===== config.mk =====
export PLATFORM = sky130hd
export DESIGN_NAME = csr_bus_arb
export DESIGN_NICKNAME = d
export VERILOG_FILES = /design/src/rtl/csr_bus_arb_pkg.sv /design/src/rtl/csr_bus_arb.sv
export SDC_FILE = /design/constraint.sdc
export NUM_CORES = 1
export LEC_CHECK = 0
export ABC_AREA = 1
export CORE_MARGIN = 2
export CORE_UTILIZATION = 38
export DETAILED_ROUTE_END_ITERATION = 10
export GPL_TIMING_DRIVEN = 1
export PLACE_DENSITY = 0.72
export SLEW_MARGIN = 15
export SYNTH_ARGS = -nofsm -noshare
export SYNTH_HDL_FRONTEND = slang
export SYNTH_SLANG_ARGS = --single-unit
export TNS_END_PERCENT = 100

===== constraint.sdc =====
create_clock -name clk -period 2.9 [get_ports clk]
set_clock_uncertainty 0.2 [all_clocks]
set_input_delay 0.435 -clock clk [delete_from_list [all_inputs] [get_ports clk]]
set_output_delay 0.435 -clock clk [all_outputs]
set_load 0.005 [all_outputs]

===== src/rtl/csr_bus_arb_pkg.sv =====
// rtl/csr_bus_arb_pkg.sv - shared types and constants for the CSR bus arbiter
package csr_bus_arb_pkg;

    typedef enum logic [1:0] {
        IDLE   = 2'd0,
        ISSUE  = 2'd1,
        RDWAIT = 2'd2
    } state_t;

    localparam logic [31:0] CSR_RD_ERR_DATA = 32'hDEAD_BEEF;

    localparam logic REQ_JTAG = 1'b0;
    localparam logic REQ_SEQ  = 1'b1;

endpackage


===== src/rtl/csr_bus_arb.sv =====
// rtl/csr_bus_arb.sv - two-requester round-robin arbiter in front of the csr_ctrl access port
module csr_bus_arb
    import csr_bus_arb_pkg::*;
#(
    parameter int ADDR_W     = 16,
    parameter int DATA_W     = 32,
    parameter int RD_TIMEOUT = 64
) (
    input  logic              clk,
    input  logic              rst_n,

    input  logic [ADDR_W-1:0] m0_addr,
    input  logic              m0_write,
    input  logic              m0_read,
    input  logic [DATA_W-1:0] m0_wdata,
    output logic              m0_waitrequest,
    output logic [DATA_W-1:0] m0_readdata,
    output logic              m0_readdatavalid,

    input  logic [ADDR_W-1:0] m1_addr,
    input  logic              m1_write,
    input  logic              m1_read,
    input  logic [DATA_W-1:0] m1_wdata,
    output logic              m1_waitrequest,
    output logic [DATA_W-1:0] m1_readdata,
    output logic              m1_readdatavalid,

    output logic [ADDR_W-1:0] csr_wr_rd_addr,
    output logic              csr_wr_en,
    output logic              csr_rd_en,
    output logic [DATA_W-1:0] csr_wr_data,
    input  logic [DATA_W-1:0] csr_rd_datain,
    input  logic              csr_rd_dvalid,

    output logic              rd_timeout_err
);

    localparam int              CNT_W    = $clog2(RD_TIMEOUT);
    localparam logic [CNT_W-1:0] CNT_LAST = CNT_W'(RD_TIMEOUT - 1);

    state_t              state;
    state_t              state_d;
    logic                grant;
    logic                grant_d;
    logic                rr_last;
    logic                op_wr;
    logic [ADDR_W-1:0]   addr_q;
    logic [DATA_W-1:0]   wdata_q;
    logic [CNT_W-1:0]    cnt;
    logic                req0;
    logic                req1;
    logic                rsp_fire;
    logic                rsp_err;
    logic [DATA_W-1:0]   rsp_data;

    assign req0 = m0_write | m0_read;
    assign req1 = m1_write | m1_read;

    // Round-robin pick: on a tie the requester not served last wins
    always_comb begin
        grant_d = REQ_JTAG;
        if (req0 && req1) begin
            grant_d = ~rr_last;
        end else if (req1) begin
            grant_d = REQ_SEQ;
        end
    end

    // Read response source: real data always beats the timeout in the same cycle
    always_comb begin
        rsp_fire = 1'b0;
        rsp_err  = 1'b0;
        rsp_data = csr_rd_datain;
        if (state == RDWAIT) begin
            if (csr_rd_dvalid) begin
                rsp_fire = 1'b1;
            end else if (cnt == CNT_LAST) begin
                rsp_fire = 1'b1;
                rsp_err  = 1'b1;
                rsp_data = DATA_W'(CSR_RD_ERR_DATA);
            end
        end
    end

    // Next-state logic
    always_comb begin
        state_d = state;
        case (state)
            IDLE:    if (req0 || req1) state_d = ISSUE;
            ISSUE:   state_d = op_wr ? IDLE : RDWAIT;
            RDWAIT:  if (rsp_fire) state_d = IDLE;
            default: state_d = IDLE;
        endcase
    end

    // State register
    always_ff @(posedge clk or negedge rst_n) begin
        if (!rst_n) begin
            state <= IDLE;
        end else begin
            state <= state_d;
        end
    end

    // Grant capture, timeout counter and response registers
    always_ff @(posedge clk or negedge rst_n) begin
        if (!rst_n) begin
            grant            <= REQ_JTAG;
            rr_last          <= 1'b1;
            op_wr            <= 1'b0;
            addr_q           <= '0;
            wdata_q          <= '0;
            cnt              <= '0;
            m0_readdata      <= '0;
            m1_readdata      <= '0;
            m0_readdatavalid <= 1'b0;
            m1_readdatavalid <= 1'b0;
            rd_timeout_err   <= 1'b0;
        end else begin
            m0_readdatavalid <= 1'b0;
            m1_readdatavalid <= 1'b0;
            rd_timeout_err   <= 1'b0;
            case (state)
                IDLE: begin
                    if (req0 || req1) begin
                        grant   <= grant_d;
                        rr_last <= grant_d;
                        addr_q  <= (grant_d == REQ_SEQ) ? m1_addr  : m0_addr;
                        wdata_q <= (grant_d == REQ_SEQ) ? m1_wdata : m0_wdata;
                        op_wr   <= (grant_d == REQ_SEQ) ? m1_write : m0_write;
                    end
                end
                ISSUE: begin
                    cnt <= '0;
                end
                RDWAIT: begin
                    if (rsp_fire) begin
                        rd_timeout_err <= rsp_err;
                        if (grant == REQ_SEQ) begin
                            m1_readdata      <= rsp_data;
                            m1_readdatavalid <= 1'b1;
                        end else begin
                            m0_readdata      <= rsp_data;
                            m0_readdatavalid <= 1'b1;
                        end
                    end else if (cnt != CNT_LAST) begin
                        cnt <= cnt + CNT_W'(1);
                    end
                end
                default: ;
            endcase
        end
    end

    assign csr_wr_rd_addr = addr_q;
    assign csr_wr_data    = wdata_q;
    assign csr_wr_en      = (state == ISSUE) &  op_wr;
    assign csr_rd_en      = (state == ISSUE) & ~op_wr;

    assign m0_waitrequest = req0 & ~((state == ISSUE) & (grant == REQ_JTAG));
    assign m1_waitrequest = req1 & ~((state == ISSUE) & (grant == REQ_SEQ));

endmodule


==> impl_results.md, run 1 <==
- Maximum clock rate: around 400 MHz
- Largest net degree at the start of global routing: 67
- Starting density of the core: 0.387
- Psw: between 3 and 4 mW
- CTS tree: done
- Longest Clk Path Bufs: 2
- Setup CP Type: register to output pin
- Post-CTS Hold Buffers: 1
- Tcrit/Tclk final: 0.857
- Sequential area share after synthesis: 0.517
- Yosys cell types: 26
- GR Overflow Total: 0
- Synth top area share: 0.513
- Fillers: approximately 1500
- Clock power share: 0.217
- Drt wl/cell: around 14 um
- Clock slew at reported path FFs: 0.06 ns
- Drt first pass iters: 7
- PostCTS Resize Cnt: 0
- GRT Total Usage: 0.210
- Worst Path Required: 2.27 ns
- Combinational share of power: 0.446
- Worst slew pin tran: about 0.84 ns
- Post-synth EDFFs: 0
- H-tree depth: 4
- Switching Fraction: 0.349
- CP Max Fanout: 11
- Synth warn: 0
- CTS Root Cell: clkbuf_16
- DRT iter0 DRCs: 260
- Top-count cell post-synth: nand2_1
- Setup TNS Final: 0 ns
- Initial antenna violation count: 0
- Clock period minus worst slack: 2.49 ns
- Clk_lat worst skew: 0.41 ns
- Post-synthesis register bit count: around 130
- Hold Path Class: input pin to register
- Syn Std Cell Area: between 6000 and 7000 um^2
- Post-synth top flop: dfrtp_1
- Cells after Synth: 800
- Drc violations: 0
- DP Wirelength: 12400 um
- Ranking of synthesized cells by area: dfrtp_1 51%, nand2_1 12%, inv_1 11%
- Area Growth Syn to Fin: 53.4%
- Cell Area, Placed: a little under 9000 um^2
- Global placement routability congestion: between 0.8 and 0.9
- RSZ-0062 raised after global routing: false
- Register-to-Register Setup Slack: around 0.66 ns
- Pins Over Slew Limit: 0
- Hold depth: 3
- Max Cap Viol: 0
- Syn avg cell area: 7.62 um^2
- IR drop worst, VDD: approximately 0.40 mV
- CTS sink count: between 100 and 150
- Vias: 5815
- Core Box Area: 15800 um^2
- Cell taking the most area after synthesis: dfrtp_1
- CTS Buf Count: 17
- FFs w/ async S/R, synth: 1.00
- # IOs: 254
- Post-Syn Nets: around 940
- Final ANT Viol Nets: 0
- Post-route cell area: 9350 um^2
- Power Density: slightly below 1000 nW/um^2
- Vias in the first global route: between 5000 and 6000
- Share of cells above drive strength 1: 0.0478
- Status: complete, no violations
- Routed WL: ~18000 um
- Flop pwr share: 0.337
- LEAKAGE: 4.92 nW
- Post-CTS Setup Bufs: 0
- Cell Rows: 46
- Port Buffers: 253
- Final Hold Vio Count: 0
- Cells on worst reg2reg path: 5
- Nets@finish: 1170
- Slew HR: 0.441
- Chip Width: 131 um
- Crit start category: register
- Die Area: 17100 um^2
- Setup-failing EPs final: 0
- Crit path arrival time: ~1.9 ns
- Die H: roughly 130 um
- Commonest cells in the netlist: 195 x nand2_1, 183 x inv_1, 125 x dfrtp_1
- First-pass GRT wire length: 27500 um
- Internal cell power: roughly 6 mW
- Worst Setup End Kind: output pin
- Via-to-Cell Ratio: between 4 and 5
flip-flops by register name (all words and copies together) (netlist names), 2 cells and up:
| name | cells |
|---|---|
| cnt | 6 |
| csr_wr_data | 32 |
| csr_wr_rd_addr | 16 |
| m0_readdata | 32 |
| m1_readdata | 32 |
| state | 2 |
layer usage:
| metal | GRT usage | vias up | part of all wire |
|---|---|---|---|
| met1 | 0.264 | 2662 | 0.43 |
| li1 | - | 2915 | - |
| met5 | 0 | - | 0 |
| met3 | 0.0782 | 14 | 0.095 |
| met2 | 0.339 | 224 | 0.46 |
| met4 | 0.0626 | 0 | 0.0098 |
cell families (layout without fill, tap and decap cells):
family,after synthesis,in the layout,share of synthesized area
compound gates,106,106,0.0880
xor+xnor,3,3,0.00431
fa+ha+maj,1,1,0.00205
buf+inv,234,481,0.153
flops,126,126,0.517
other cells,0,2,0
simple gates,330,330,0.236
worst max-delay path, stage by stage (launching register included):
cell and delay [ns]:
dfrtp_1 0.37, inv_1 0.11, nand2_1 0.24, o21ai_0 0.24
inv_1 0.06, clkdlybuf4s50_1 0.43
power by group through the flow:
stage	Sequential, mW	Clock (mW)	Combinational, mW
floorplan	3.07	0	1.72
global placement	3.04	0	4.01
detailed placement	3.05	0	4.09
CTS	3.05	2.01	4.10
global route	3.15	2.08	4.50
finish	3.05	1.97	4.04
layout make-up:
cell class,instances,area [um^2],share of cell area
clock inverter,12,96.3,0.0103
antenna,2,5.00,0.000535
sequential,126,3150,0.337
multi-input combinational,440,2030,0.217
tap,216,270,0.0289
timing repair buffer,264,2660,0.284
clock buffer,20,447,0.0478
inverter,185,694,0.0742
per-stage QoR:
stage               power, mW  hold WS [ns]   util  cells  setup WS (ns)
detailed placement       7.14         0.258  0.558   1230          0.458
global route             9.73         0.200  0.593   1263          0.255
floorplan                4.80       -0.0606      -    800           1.20
finish                   9.05         0.199  0.593   1265          0.415
global placement         7.05         0.255  0.558   1230          0.516
CTS                      9.16         0.175  0.593   1263          0.378
final timing paths:
check	from	endpoint
worst min-delay path	csr_rd_dvalid	m1_readdata[29]
min in group asynchronous	rst_n	m0_readdata[31]
max in group asynchronous	rst_n	m1_readdata[1]
worst max-delay path	state[1]	m0_waitrequest
worst max register to register	cnt[0]	m1_readdata[0]
worst min register to register	m0_readdata[20]	m0_readdata[20]
cell usage in the layout (no fill, tap or decap):
cell type / instances
a21oi_1: 48
buf_12: 4
buf_2: 1
buf_4: 7
bufinv_16: 1
clkbuf_1: 2
clkbuf_16: 17
clkbuf_8: 1
clkdlybuf4s50_1: 251
clkinv_1: 1
clkinv_2: 7
clkinv_4: 1
clkinvlp_4: 3
dfrtp_1: 125
dfstp_2: 1
diode_2: 2
dlygate4sd3_1: 1
ha_1: 1
inv_1: 183
inv_2: 1
nand2_1: 194
nand2_4: 1
nand3_1: 11
nand3_2: 2
nand4_1: 64
nor2_1: 54
nor2_4: 2
nor3_1: 1
o21ai_0: 12
o21ai_1: 45
o21bai_2: 1
or2_1: 1
xnor2_1: 1
xor2_1: 2
(Power assumes the default switching activity.)
==> run 2: changes to the inputs <==
- CAP_MARGIN: not set -> 20
==> results of run 2 <==
Final layout, timing and power as in run 1 (identical DEF).
==> run 3: changes to the inputs <==
- clock period: 2.9 -> 3.2 ns (I/O delays scaled with it)
==> impl_results.md, run 3 (synthesis results as in run 1) <==
- Status: complete, no violations
- Power Density: 903 nW/um^2 (-6.7%)
- CTS sink count: 126 (unchanged)
- GR Overflow Total: 0 (unchanged)
- LEAKAGE: 4.95 nW (+0.80%)
- Worst Setup End Kind: output pin
- Routed WL: 18000 um (+0.11%)
- Share of cells above drive strength 1: 0.0488 (+0.00100)
- Most frequent cells in the layout: 251 x clkdlybuf4s50_1, 194 x nand2_1, 183 x inv_1
- CP startpoint: state[1]
- Initial antenna violation count: 0 (unchanged)
- Core Box Area: 15800 um^2 (unchanged)
- Setup CP Type: register to output pin
- # IOs: 254 (unchanged)
- Global placement routability congestion: 0.821 (-3.1%)
- Setup TNS Final: 0 ns (unchanged)
- Setup-failing EPs final: 0 (unchanged)
- Post-CTS Setup Bufs: 0 (unchanged)
- Register area: 3150 um^2 (unchanged)
- Final ANT Viol Nets: 0 (unchanged)
- Reg2Reg Launch Point: state[0]
- Crit path arrival time: 1.84 ns (about the same)
- Largest net degree at the start of global routing: 63 (-6.0%)
- IR drop worst, VDD: 0.415 mV (+3.4%)
- Longest Clk Path Bufs: 2 (unchanged)
- Clock period minus worst slack: approximately 2.5 ns
- Port Buffers: 253 (unchanged)
- Fillers: 1503 (+3.4%)
- Post-Layout Cell Count: 1262 (-0.24%)
- Chip Width: 131 um (unchanged)
- Commonest non-fill, non-tap cell in the layout: clkdlybuf4s50_1
- Clock slew at reported path FFs: 0.06 ns (about the same)
- Placed instance count: 1229 (-0.081%)
- Area Growth Syn to Fin: 54.6%
- DRT iter0 DRCs: 281 (+8.1%)
- Drc violations: 0 (unchanged)
- Hold Path Class: register to register
- Slew HR: 0.425 (-0.0154)
- Nets@finish: 1169 (-0.085%)
- Drt wl/cell: 14.3 um (+0.34%)
- Multi-input gate area: 2030 um^2 (unchanged)
- Tcrit/Tclk final: 0.786
- DP Wirelength: 12500 um (+1.2%)
- Starting density of the core: 0.387 (unchanged)
- Final design utilization: 0.598 (+0.00468)
- CTS Root Cell: clkbuf_16
- Worst hold path startpoint: rr_last
- Vias: 5800 (-0.26%)
- Worst Path Required: 2.52 ns (+0.25 ns)
- Drt first pass iters: 4 (-3)
- Pins Over Slew Limit: 0 (unchanged)
- GRT Total Usage: 0.216 (+0.00588)
- Die H: 131 um (unchanged)
- CTS Buf Count: 17 (unchanged)
- CP Max Fanout: 11 (unchanged)
- Max Cap Viol: 0 (unchanged)
- Maximum clock rate: slightly below 400 MHz
- H-tree depth: 4 (unchanged)
- Die Area: 17100 um^2 (unchanged)
- Via-to-Cell Ratio: 4.60 (about the same)
- First-pass GRT wire length: 28200 um (+2.6%)
- Clk_lat worst skew: 0.41 ns (about the same)
- Worst slew pin tran: 0.861 ns (+0.0231 ns)
- Final Hold Vio Count: 0 (unchanged)
- Cell Rows: 46 (unchanged)
- RSZ-0062 raised after global routing: false
- Vias in the first global route: 5441 (+1.3%)
- Post-CTS Hold Buffers: 1 (unchanged)
- ANT cells: 0 (-2)
- Crit start category: register
- PostCTS Resize Cnt: 0 (unchanged)
- CTS tree: done
==> run 3: cell types whose count changed in the layout (fill, tap and decap cells not counted), sizes merged <==
| cell | delta |
|---|---|
| clkbuf | -2 |
| bufinv | +4 |
| diode | -2 |
| clkinvlp | -1 |
| inv | +1 |
| clkinv | -2 |
| buf | -1 |
==> run 3: critical path, stage by stage (launching register included) <==
cell and delay (ns):
dfrtp_1 0.37, inv_1 0.11, nand2_1 0.23, o21ai_0 0.23, inv_1 0.05, clkdlybuf4s50_1 0.44
==> run 3: layer usage <==
metal	global-route usage	wire, um	vias to the layer above
li1	-	-	2927
met1	0.262	7510	2641
met2	0.350	8390	214
met3	0.0912	1880	18
met4	0.0670	248	0
met5	0	0	-
==> run 3: stage by stage <==
stage / hold slack [ns] / power, mW / instance area [um^2] / setup slack [ns]
after global placement: 0.254 / 6.36 / 8760 / 0.739
final: 0.270 / 8.51 / 9430 / 0.684
after CTS: 0.270 / 8.62 / 9430 / 0.648
after global routing: 0.291 / 9.14 / 9430 / 0.564
after detailed placement: 0.262 / 6.43 / 8760 / 0.698
after floorplan: -0.0156 / 4.35 / 6100 / 1.45
==> run 3: final cells by class <==
class | instances | share of cell area
timing repair buffer | 263 | 0.279
inverter | 185 | 0.0737
tap | 216 | 0.0287
sequential | 126 | 0.335
clock buffer | 18 | 0.0466
clock inverter | 14 | 0.0228
multi-input combinational | 440 | 0.215
==> run 3: final timing paths <==
kind                                   end  slack, ns  depth (start not counted)
setup reg to reg            m1_readdata[2]       0.95                          3
setup / recovery            m1_waitrequest       0.68                          5
hold reg to reg                    rr_last       0.27                          2
min in group asynchronous  m0_readdata[31]       0.39                          2
hold / removal                     rr_last       0.27                          2
max in group asynchronous  csr_wr_data[26]       1.63                          3
==> run 3: report_power, final <==
group,leakage [nW],switching (mW),internal (mW)
logic,3.16,1.72,1.90
clock network,0.316,0.728,1.40
registers,1.47,0.415,2.34
total,4.95,2.87,5.65
